File: config.mk
export PLATFORM = sky130hd
export DESIGN_NAME = hazard_scheduler_flat
export DESIGN_NICKNAME = d
export VERILOG_FILES = /design/src/rtl/hazard_scheduler_if.sv /design/src/rtl/hazard_scheduler.sv /design/src/flat_wrapper.sv
export SDC_FILE = /design/constraint.sdc
export NUM_CORES = 1
export LEC_CHECK = 0
export CAP_MARGIN = 5
export CORE_AREA = 8 8 45 47
export DETAILED_ROUTE_END_ITERATION = 10
export DIE_AREA = 0 0 53 55
export DONT_BUFFER_PORTS = 1
export MAX_ROUTING_LAYER = met4
export PLACE_DENSITY = 0.63
export SLEW_MARGIN = 20
export SYNTH_ARGS = -nofsm -noshare
export SYNTH_HDL_FRONTEND = slang
export SYNTH_SLANG_ARGS = --single-unit
File: constraint.sdc
create_clock -name Clk -period 2.4 [get_ports Clk]
set_clock_uncertainty 0.05 [all_clocks]
set_input_delay 0.48 -clock Clk [delete_from_list [all_inputs] [get_ports Clk]]
set_output_delay 0.48 -clock Clk [all_outputs]
set_load 0.005 [all_outputs]
File: src/rtl/hazard_scheduler_if.sv
// ----------------------------------------------------------------------------
// hazard_scheduler_if
//   Groups the decode, EX and MEM fields and the stall/flush controls that are
//   exchanged between the MIPS datapath and hazard_scheduler.
//
//   Datapath -> scheduler : ID_Rs, ID_Rt, ID_UseRs, ID_UseRt, ID_JReg, ID_Jump,
//                           ID_MultStart, ID_UseHiLo, EX_MemRead, EX_RegWrite,
//                           EX_Rd, MEM_MemRead, MEM_Rd, MEM_BranchTaken
//   Scheduler -> datapath : PCWrite, IFID_Write, IFID_Flush, IDEX_Bubble,
//                           EXMEM_Flush, MulBusy, dbg_state (FSM state, 1=JR_WAIT)
//
//   Handshake: PCWrite/IFID_Write act as the "ready" of the fetch and decode
//   stages. An instruction in ID advances only in a cycle where IFID_Write=1
//   and IDEX_Bubble=0; when IDEX_Bubble=1 whatever enters ID/EX is a no-op.
//
//   slave  : the scheduler side
//   master : the datapath / testbench side
// ----------------------------------------------------------------------------
interface hazard_scheduler_if #(
   parameter int REG_ADDR_W = 5
);
   logic [REG_ADDR_W-1:0] ID_Rs;
   logic [REG_ADDR_W-1:0] ID_Rt;
   logic                  ID_UseRs;
   logic                  ID_UseRt;
   logic                  ID_JReg;
   logic                  ID_Jump;
   logic                  ID_MultStart;
   logic                  ID_UseHiLo;
   logic                  EX_MemRead;
   logic                  EX_RegWrite;
   logic [REG_ADDR_W-1:0] EX_Rd;
   logic                  MEM_MemRead;
   logic [REG_ADDR_W-1:0] MEM_Rd;
   logic                  MEM_BranchTaken;

   logic                  PCWrite;
   logic                  IFID_Write;
   logic                  IFID_Flush;
   logic                  IDEX_Bubble;
   logic                  EXMEM_Flush;
   logic                  MulBusy;
   logic                  dbg_state;

   modport slave (
      input  ID_Rs, ID_Rt, ID_UseRs, ID_UseRt, ID_JReg, ID_Jump,
             ID_MultStart, ID_UseHiLo, EX_MemRead, EX_RegWrite, EX_Rd,
             MEM_MemRead, MEM_Rd, MEM_BranchTaken,
      output PCWrite, IFID_Write, IFID_Flush, IDEX_Bubble, EXMEM_Flush,
             MulBusy, dbg_state
   );

   modport master (
      output ID_Rs, ID_Rt, ID_UseRs, ID_UseRt, ID_JReg, ID_Jump,
             ID_MultStart, ID_UseHiLo, EX_MemRead, EX_RegWrite, EX_Rd,
             MEM_MemRead, MEM_Rd, MEM_BranchTaken,
      input  PCWrite, IFID_Write, IFID_Flush, IDEX_Bubble, EXMEM_Flush,
             MulBusy, dbg_state
   );
endinterface

File: src/rtl/hazard_scheduler.sv
// ----------------------------------------------------------------------------
// hazard_scheduler
//   Hazard controller for the 5-stage MIPS pipeline. Sequences stalls
//   (PC/IF-ID hold plus ID-EX bubble) and flushes for load-use hazards,
//   jr/jalr register dependencies, HI/LO multiply/divide occupancy and taken
//   branches. Outputs are Mealy: derived from registered state/counters and
//   the current decode/EX/MEM fields.
//
//   Ports:
//     Clk : pipeline clock, rising edge
//     Rst : asynchronous active-low reset; all controls read 0 while asserted
//     hz  : hazard_scheduler_if.slave (decode/EX/MEM fields in, controls out)
//
//   Priority: taken branch > any stall > jump flush.
// ----------------------------------------------------------------------------
module hazard_scheduler #(
   parameter int MULT_LATENCY = 4,
   parameter int REG_ADDR_W   = 5
) (
   input  logic              Clk,
   input  logic              Rst,
   hazard_scheduler_if.slave hz
);

   localparam int BUSY_W = $clog2(MULT_LATENCY + 1);

   typedef enum logic {
      ST_RUN     = 1'b0,
      ST_JR_WAIT = 1'b1
   } state_e;

   state_e            state_q,    state_d;
   logic [BUSY_W-1:0] busy_cnt_q, busy_cnt_d;
   logic              jr_cnt_q,   jr_cnt_d;

   // ------------------------------------------------------------------------
   // Hazard detection terms
   // ------------------------------------------------------------------------
   logic ex_rd_nz;
   logic mem_rd_nz;
   logic load_use;
   logic jr_ex;
   logic jr_mem;
   logic mul_busy;
   logic mul_stall;
   logic jr_wait_stall;
   logic stall;
   logic branch;
   logic mul_issue;

   always_comb begin
      ex_rd_nz  = (hz.EX_Rd  != '0);
      mem_rd_nz = (hz.MEM_Rd != '0);

      load_use  = hz.EX_MemRead && ex_rd_nz &&
                  ((hz.ID_UseRs && (hz.EX_Rd == hz.ID_Rs)) ||
                   (hz.ID_UseRt && (hz.EX_Rd == hz.ID_Rt)));

      // jr/jalr consume rs in decode, so a result still in EX is not forwardable
      jr_ex     = hz.ID_JReg && hz.EX_RegWrite && ex_rd_nz &&
                  (hz.EX_Rd == hz.ID_Rs);

      // a load one stage further on still has its data only at the end of MEM
      jr_mem    = hz.ID_JReg && hz.MEM_MemRead && mem_rd_nz &&
                  (hz.MEM_Rd == hz.ID_Rs);

      mul_busy  = (busy_cnt_q != '0);
      mul_stall = mul_busy && (hz.ID_UseHiLo || hz.ID_MultStart);

      jr_wait_stall = (state_q == ST_JR_WAIT) && (jr_cnt_q != 1'b0);

      stall  = load_use || jr_ex || jr_mem || mul_stall || jr_wait_stall;
      branch = hz.MEM_BranchTaken;

      // the instruction in ID is bubbled on a branch, so it never issues then
      mul_issue = hz.ID_MultStart && !mul_busy && !stall && !branch;
   end

   // ------------------------------------------------------------------------
   // Next-state / counter logic
   // ------------------------------------------------------------------------
   always_comb begin
      state_d    = state_q;
      jr_cnt_d   = jr_cnt_q;
      busy_cnt_d = mul_busy ? (busy_cnt_q - 1'b1) : '0;

      if (branch) begin
         // younger jr is squashed; the older multiply keeps running
         state_d  = ST_RUN;
         jr_cnt_d = 1'b0;
      end else if (state_q == ST_JR_WAIT) begin
         if (jr_cnt_q != 1'b0) begin
            jr_cnt_d = jr_cnt_q - 1'b1;
         end
         // jr_cnt_q is one bit: after this cycle it is always zero
         state_d = ST_RUN;
      end else if (jr_ex && hz.EX_MemRead) begin
         // load feeding jr: one stall now plus one more in JR_WAIT
         state_d  = ST_JR_WAIT;
         jr_cnt_d = 1'b1;
      end

      if (mul_issue) begin
         busy_cnt_d = BUSY_W'(MULT_LATENCY);
      end
   end

   always_ff @(posedge Clk or negedge Rst) begin
      if (!Rst) begin
         state_q    <= ST_RUN;
         busy_cnt_q <= '0;
         jr_cnt_q   <= 1'b0;
      end else begin
         state_q    <= state_d;
         busy_cnt_q <= busy_cnt_d;
         jr_cnt_q   <= jr_cnt_d;
      end
   end

   // ------------------------------------------------------------------------
   // Control outputs
   // ------------------------------------------------------------------------
   always_comb begin
      hz.PCWrite     = 1'b1;
      hz.IFID_Write  = 1'b1;
      hz.IFID_Flush  = 1'b0;
      hz.IDEX_Bubble = 1'b0;
      hz.EXMEM_Flush = 1'b0;
      hz.MulBusy     = mul_busy;
      hz.dbg_state   = state_q;

      if (!Rst) begin
         hz.PCWrite    = 1'b0;
         hz.IFID_Write = 1'b0;
         hz.MulBusy    = 1'b0;
      end else if (branch) begin
         hz.IFID_Flush  = 1'b1;
         hz.IDEX_Bubble = 1'b1;
         hz.EXMEM_Flush = 1'b1;
      end else if (stall) begin
         hz.PCWrite     = 1'b0;
         hz.IFID_Write  = 1'b0;
         hz.IDEX_Bubble = 1'b1;
      end else if (hz.ID_Jump) begin
         hz.IFID_Flush = 1'b1;
      end
   end

endmodule

File: src/flat_wrapper.sv
// flat-port wrapper written by rule: the top's interface ports become plain ports
module hazard_scheduler_flat 
#(
   parameter int MULT_LATENCY = 4,
   parameter int REG_ADDR_W   = 5
)
  (Clk, Rst, hz_ID_Rs, hz_ID_Rt, hz_ID_UseRs, hz_ID_UseRt, hz_ID_JReg, hz_ID_Jump, hz_ID_MultStart, hz_ID_UseHiLo, hz_EX_MemRead, hz_EX_RegWrite, hz_EX_Rd, hz_MEM_MemRead, hz_MEM_Rd, hz_MEM_BranchTaken, hz_PCWrite, hz_IFID_Write, hz_IFID_Flush, hz_IDEX_Bubble, hz_EXMEM_Flush, hz_MulBusy, hz_dbg_state);
  hazard_scheduler_if #(.REG_ADDR_W(REG_ADDR_W)) hz_i ();
  input  logic Clk;
  input  logic Rst;
  input wire logic [$bits(hz_i.ID_Rs)-1:0] hz_ID_Rs;
  input wire logic [$bits(hz_i.ID_Rt)-1:0] hz_ID_Rt;
  input wire logic [$bits(hz_i.ID_UseRs)-1:0] hz_ID_UseRs;
  input wire logic [$bits(hz_i.ID_UseRt)-1:0] hz_ID_UseRt;
  input wire logic [$bits(hz_i.ID_JReg)-1:0] hz_ID_JReg;
  input wire logic [$bits(hz_i.ID_Jump)-1:0] hz_ID_Jump;
  input wire logic [$bits(hz_i.ID_MultStart)-1:0] hz_ID_MultStart;
  input wire logic [$bits(hz_i.ID_UseHiLo)-1:0] hz_ID_UseHiLo;
  input wire logic [$bits(hz_i.EX_MemRead)-1:0] hz_EX_MemRead;
  input wire logic [$bits(hz_i.EX_RegWrite)-1:0] hz_EX_RegWrite;
  input wire logic [$bits(hz_i.EX_Rd)-1:0] hz_EX_Rd;
  input wire logic [$bits(hz_i.MEM_MemRead)-1:0] hz_MEM_MemRead;
  input wire logic [$bits(hz_i.MEM_Rd)-1:0] hz_MEM_Rd;
  input wire logic [$bits(hz_i.MEM_BranchTaken)-1:0] hz_MEM_BranchTaken;
  output wire logic [$bits(hz_i.PCWrite)-1:0] hz_PCWrite;
  output wire logic [$bits(hz_i.IFID_Write)-1:0] hz_IFID_Write;
  output wire logic [$bits(hz_i.IFID_Flush)-1:0] hz_IFID_Flush;
  output wire logic [$bits(hz_i.IDEX_Bubble)-1:0] hz_IDEX_Bubble;
  output wire logic [$bits(hz_i.EXMEM_Flush)-1:0] hz_EXMEM_Flush;
  output wire logic [$bits(hz_i.MulBusy)-1:0] hz_MulBusy;
  output wire logic [$bits(hz_i.dbg_state)-1:0] hz_dbg_state;
  assign hz_i.ID_Rs = hz_ID_Rs;
  assign hz_i.ID_Rt = hz_ID_Rt;
  assign hz_i.ID_UseRs = hz_ID_UseRs;
  assign hz_i.ID_UseRt = hz_ID_UseRt;
  assign hz_i.ID_JReg = hz_ID_JReg;
  assign hz_i.ID_Jump = hz_ID_Jump;
  assign hz_i.ID_MultStart = hz_ID_MultStart;
  assign hz_i.ID_UseHiLo = hz_ID_UseHiLo;
  assign hz_i.EX_MemRead = hz_EX_MemRead;
  assign hz_i.EX_RegWrite = hz_EX_RegWrite;
  assign hz_i.EX_Rd = hz_EX_Rd;
  assign hz_i.MEM_MemRead = hz_MEM_MemRead;
  assign hz_i.MEM_Rd = hz_MEM_Rd;
  assign hz_i.MEM_BranchTaken = hz_MEM_BranchTaken;
  assign hz_PCWrite = hz_i.PCWrite;
  assign hz_IFID_Write = hz_i.IFID_Write;
  assign hz_IFID_Flush = hz_i.IFID_Flush;
  assign hz_IDEX_Bubble = hz_i.IDEX_Bubble;
  assign hz_EXMEM_Flush = hz_i.EXMEM_Flush;
  assign hz_MulBusy = hz_i.MulBusy;
  assign hz_dbg_state = hz_i.dbg_state;
  hazard_scheduler #(.MULT_LATENCY(MULT_LATENCY), .REG_ADDR_W(REG_ADDR_W)) u_core (.Clk(Clk), .Rst(Rst), .hz(hz_i));
endmodule
# Word level (Yosys, flattened, before mapping)
# Index checks and enable logic that the tools add are counted.
totals:
  reg_bits: 5
classes:
  add_sub_neg: 2
  n_reduce_logical: 29
  eq_ne: 3
  mux: 22
ops:
  columns: ["op", "n"]
  rows:
  - ["1-bit two-way mux", 20]
  - ["1-bit logical AND", 16]
  - ["5-bit equality test", 3]
  - ["5-bit nonzero test", 2]
  - ["1-bit logical OR", 6]
  - ["3-bit two-way mux", 2]
  - ["3-bit nonzero test", 2]
  - ["1-bit logical NOT", 3]
  - ["3-bit by 1-bit subtractor with 3-bit output, second input constant", 1]
  - ["1-bit subtractor, second input constant", 1]

# Logic depth before layout (Yosys ltp)
logic_depth:
  depth_word: 12
  depth_mapped: 7

# Least setup slack after synthesis
# Ideal clock, no wire load.
synth_timing:
  kind: "register to output"
  start: "register u_core.busy_cnt_q[0]"
  end: "output port hz_PCWrite"
  stages_incl_launch_ff: 8
  path_slack_ns: 0.244
  arrival_ns: 1.626
  required_ns: 1.870
  cell_sequence: "dfrtp_1 > or2_2 > inv_1 > ha_1 > o21ai_0 > a211o_1 > a21oi_1 > buf_4"
synth_between:
  elab_chain_len: 7
synth_rtl:
  columns: ["item", "line_no", "text"]
  rows:
  - ["start, declared", "hazard_scheduler.sv:33", "logic [BUSY_W-1:0] busy_cnt_q, busy_cnt_d;"]
  - ["start signal, assigned", "hazard_scheduler.sv:115", "busy_cnt_q <= busy_cnt_d;"]
  - ["3-bit nonzero test", "hazard_scheduler.sv:67", "mul_busy = (busy_cnt_q != '0);"]
  - ["1-bit logical AND", "hazard_scheduler.sv:68", "mul_stall = mul_busy && (hz.ID_UseHiLo || hz.ID_MultStart);"]
  - ["1-bit logical OR (2 in series)", "hazard_scheduler.sv:72", "stall = load_use || jr_ex || jr_mem || mul_stall || jr_wait_stall;"]
  - ["1-bit two-way mux (3 in series)", null, null]
  - ["end, declared", "flat_wrapper.sv:25", "output wire logic [$bits(hz_i.PCWrite)-1:0] hz_PCWrite;"]
# No other way between the ends.

# Worst setup path after layout
layout_timing:
  start: "register u_core.busy_cnt_q[0]"
  end: "output port hz_IDEX_Bubble"
layout_between:
  elab_chain_len: 7
layout_rtl:
  columns: ["item", "line_no", "text"]
  rows:
  - ["3-bit nonzero test", "hazard_scheduler.sv:67", null]
  - ["1-bit logical AND", "hazard_scheduler.sv:68", null]
  - ["1-bit logical OR (2 in series)", "hazard_scheduler.sv:72", null]
  - ["1-bit two-way mux", "hazard_scheduler.sv:140", "end else if (stall) begin"]
  - ["1-bit two-way mux", "hazard_scheduler.sv:136", "end else if (branch) begin"]
  - ["1-bit two-way mux", "hazard_scheduler.sv:132", "if (!Rst) begin"]
  - ["end, declared", "flat_wrapper.sv:28", "output wire logic [$bits(hz_i.IDEX_Bubble)-1:0] hz_IDEX_Bubble;"]
# No other way between the ends.

==> metrics.md <==
| Metric | Value |
|---|---|
| Rows | `14` |
| Total power | `0.398 mW` |
| Ys Warns | `0` |
| Internal power | `0.256 mW` |
| Post-Synth Adder-Cell Area | `4.78%` |
| Die H | `55 um` |
| Share of cells above drive strength 1 | `12.9%` |
| Post-synthesis cell type count | `23` |
| Total GRT Usage | `10.8%` |
| Compound-Gate Fraction of Synth Area | `17.9%` |
| Reg clk slew, reported paths | `0.05 ns` |
| #FFs+latches synth | `5` |
| Initial antenna violation count | `0` |
| Initial DRC count | `5` |
| Area grow syn2layout | `12.4%` |
| Antenna Cells | `0` |
| Number of max-slew violations in the final report | `0` |
| Routed WL | `1430 um` |
| Mux cell area share after synthesis | `0%` |
| Vias in the first global route | `559` |
| Sequential standard cell area | `125 um2` |
| Setup violators final | `0` |
| Syn avg cell area | `7.92 um2` |
| Drt pass-1 iters | `3` |
| Clk sink count | `5` |
| Max-cap violations | `0` |
| Net Sw Power | `0.141 mW` |
| Grt ovf | `0` |
| Drt drc | `0` |
| Largest family of logic cells by synthesized area | `simple AND/OR/NAND/NOR gates` |
| Top Ports | `39` |
| CP Max Fanout | `4` |
| Fin. Hold Viols | `0` |
| Synth area leader | `dfrtp_1` |
| PortBufs | `0` |
| CP Capture Type | `output pin` |
| Initial Utilization | `37.8%` |
| Fillers | `150` |
| Largest net degree at the start of global routing | `6` |
| Area of the die | `2920 um2` |
| CTS tree | `built` |
| Area of the multi-input gates | `384 um2` |
| ANT nets after route | `0` |
| WP data arrival | `1.77 ns` |
| Reg power frac | `29.3%` |
| Mapped Cells | `66` |
| Layout net count | `105` |
| Final period utilization | `95.6%` |
| Post-Synth XOR/XNOR Area | `23.4%` |
| Vias per inst | `5.51` |
| Dpl hpwl | `1270 um` |
| Setup tns final | `0 ns` |
| WS Path Type | `flop to output pin` |
| Peak supply drop | `172 uV` |
| Post-CTS setup buffers | `0` |
| Sw Share | `35.6%` |
| FMAX | `436 MHz` |
| Gpl congestion | `0.823` |
| Synth area leaders | `dfrtp_1, xnor2_1, ha_1` |
| Worst slack, placed | `0.229 ns` |
| CTS HTree Levels | `1` |
| Commonest non-fill, non-tap cell in the layout | `xnor2_1` |
| Clock Path Buffers | `2` |
| Placeable Area | `1380 um2` |
| RSZ-0062 raised after global routing | `no` |
| Syn Nets | `100` |
| Synth Cell Area | `523 um2` |
| Synth Area in Simple Gates | `24.2%` |
| Final Critical Period | `2.30 ns` |
| Rel. slew slack | `77.2%` |
| First-pass GRT wire length | `2370 um` |
| Commonest non-fill, non-tap cells in the layout | `xnor2_1, nand2_1` |
| Status | `complete, no violations` |
| Slack of the critical path | `0.104 ns` |
| CTS root buf | `clkbuf_4` |
| Hold_ws | `0.240 ns` |
| Clk network pwr share | `24.5%` |
| Routed vias | `474` |
| Worst-Margin Slew | `0.340 ns` |
| Power density cells | `677 nW/um2` |
| Wire per inst | `16.6 um` |
| HP Class | `primary input to flop` |
| Num CTS Buffers | `3` |
| Comb power frac | `46.2%` |
| Share of the synthesized area in the top cell type | `23.9%` |
| Die width | `53 um` |
| Critical Path Source Type | `flop` |
| Crit path required time | `1.87 ns` |
| Later-pin clock latency in the skew report | `0.24 ns` |
| Lkg Pwr | `0.230 nW` |
| R2r setup slk | `0.79 ns` |
| Sequential share of the synthesized area | `23.9%` |
[metrics by stage]
stage	cells	area [um2]	utilization, %
2_1_floorplan	66	523	-
3_3_place_gp	81	536	38.7
3_5_place_dp	81	536	38.7
4_1_cts	86	576	41.6
5_1_grt	86	588	42.5
6_report	86	588	42.5
[path summary, 6_finish.rpt]
kind                                      start                   end  cells past startpoint
hold reg to reg            u_core.busy_cnt_q[0]  u_core.busy_cnt_q[0]                      1
hold / removal               hz_MEM_BranchTaken       u_core.jr_cnt_q                      1
max in group asynchronous                   Rst   u_core.hz.dbg_state                      1
min in group asynchronous                   Rst       u_core.jr_cnt_q                      1
setup / recovery           u_core.busy_cnt_q[0]        hz_IDEX_Bubble                      6
setup reg to reg           u_core.busy_cnt_q[0]  u_core.busy_cnt_q[1]                      6
[cell type report]
cell class	count	share of cell area, %
timing repair buffer	1	1.70
tap	16	3.40
inverter	6	3.83
sequential	5	21.3
multi-input combinational	54	65.3
clock buffer	4	4.47
[Yosys cell counts, drive strengths merged]
cell	count
nor3	3
a22o	1
buf	1
and2	1
nand3	5
or2	1
nor4	2
xnor2	14
or4b	1
nor2	5
inv	6
a211oi	1
a21oi	3
o22ai	2
a211o	1
ha	2
dfrtp	5
o21a	2
nand4	1
o2111ai	1
o21ai	1
nand2	6
a21o	1
[sequential cells by signal (all words and copies together), names as in the netlist]
register	count
u_core.busy_cnt_q	3
u_core.hz.dbg_state	1
u_core.jr_cnt_q	1
[routing by layer]
metal / track usage, % / up-vias / wire, um
li1: - / 235 / -
met1: 10.7 / 212 / 530
met2: 18.8 / 27 / 683
met3: 4.55 / 0 / 213
met4: 3.88 / 0 / 0
met5: - / - / 0
[repair_timing]
| item | CTS | global route |
|---|---|---|
| setup endpoints to repair | 2 | 4 |
| pin swaps | 0 | 2 |
| hold endpoints to repair | 5 | 0 |
| hold buffers | 1 | 0 |
| resized for setup | 1 | 4 |
| gates cloned | 0 | 0 |
[power groups by stage]
| stage | combinational [mW] | sequential, mW | clock, mW |
|---|---|---|---|
| after floorplan | 0.131 | 0.116 | 0 |
| after global placement | 0.146 | 0.118 | 0 |
| after detailed placement | 0.149 | 0.118 | 0 |
| after CTS | 0.157 | 0.117 | 0.102 |
| after global routing | 0.209 | 0.121 | 0.108 |
| final | 0.184 | 0.117 | 0.0975 |
[cell families after synthesis]
family                   count (synthesis)
adder cells (fa/ha/maj)                  2
AO/OA/AOI/OAI                           13
flip-flops                               5
XOR/XNOR                                14
AND/OR/NAND/NOR                         25
buffers and inverters                    7
[critical path, stage by stage (launching register included)]
cell and delay [ns]:
dfrtp_1 0.37, or2_2 0.32, inv_2 0.09, ha_4 0.14, o21ai_1 0.09, a211o_1 0.32, o21a_1 0.20
(Power assumes the default switching activity.)
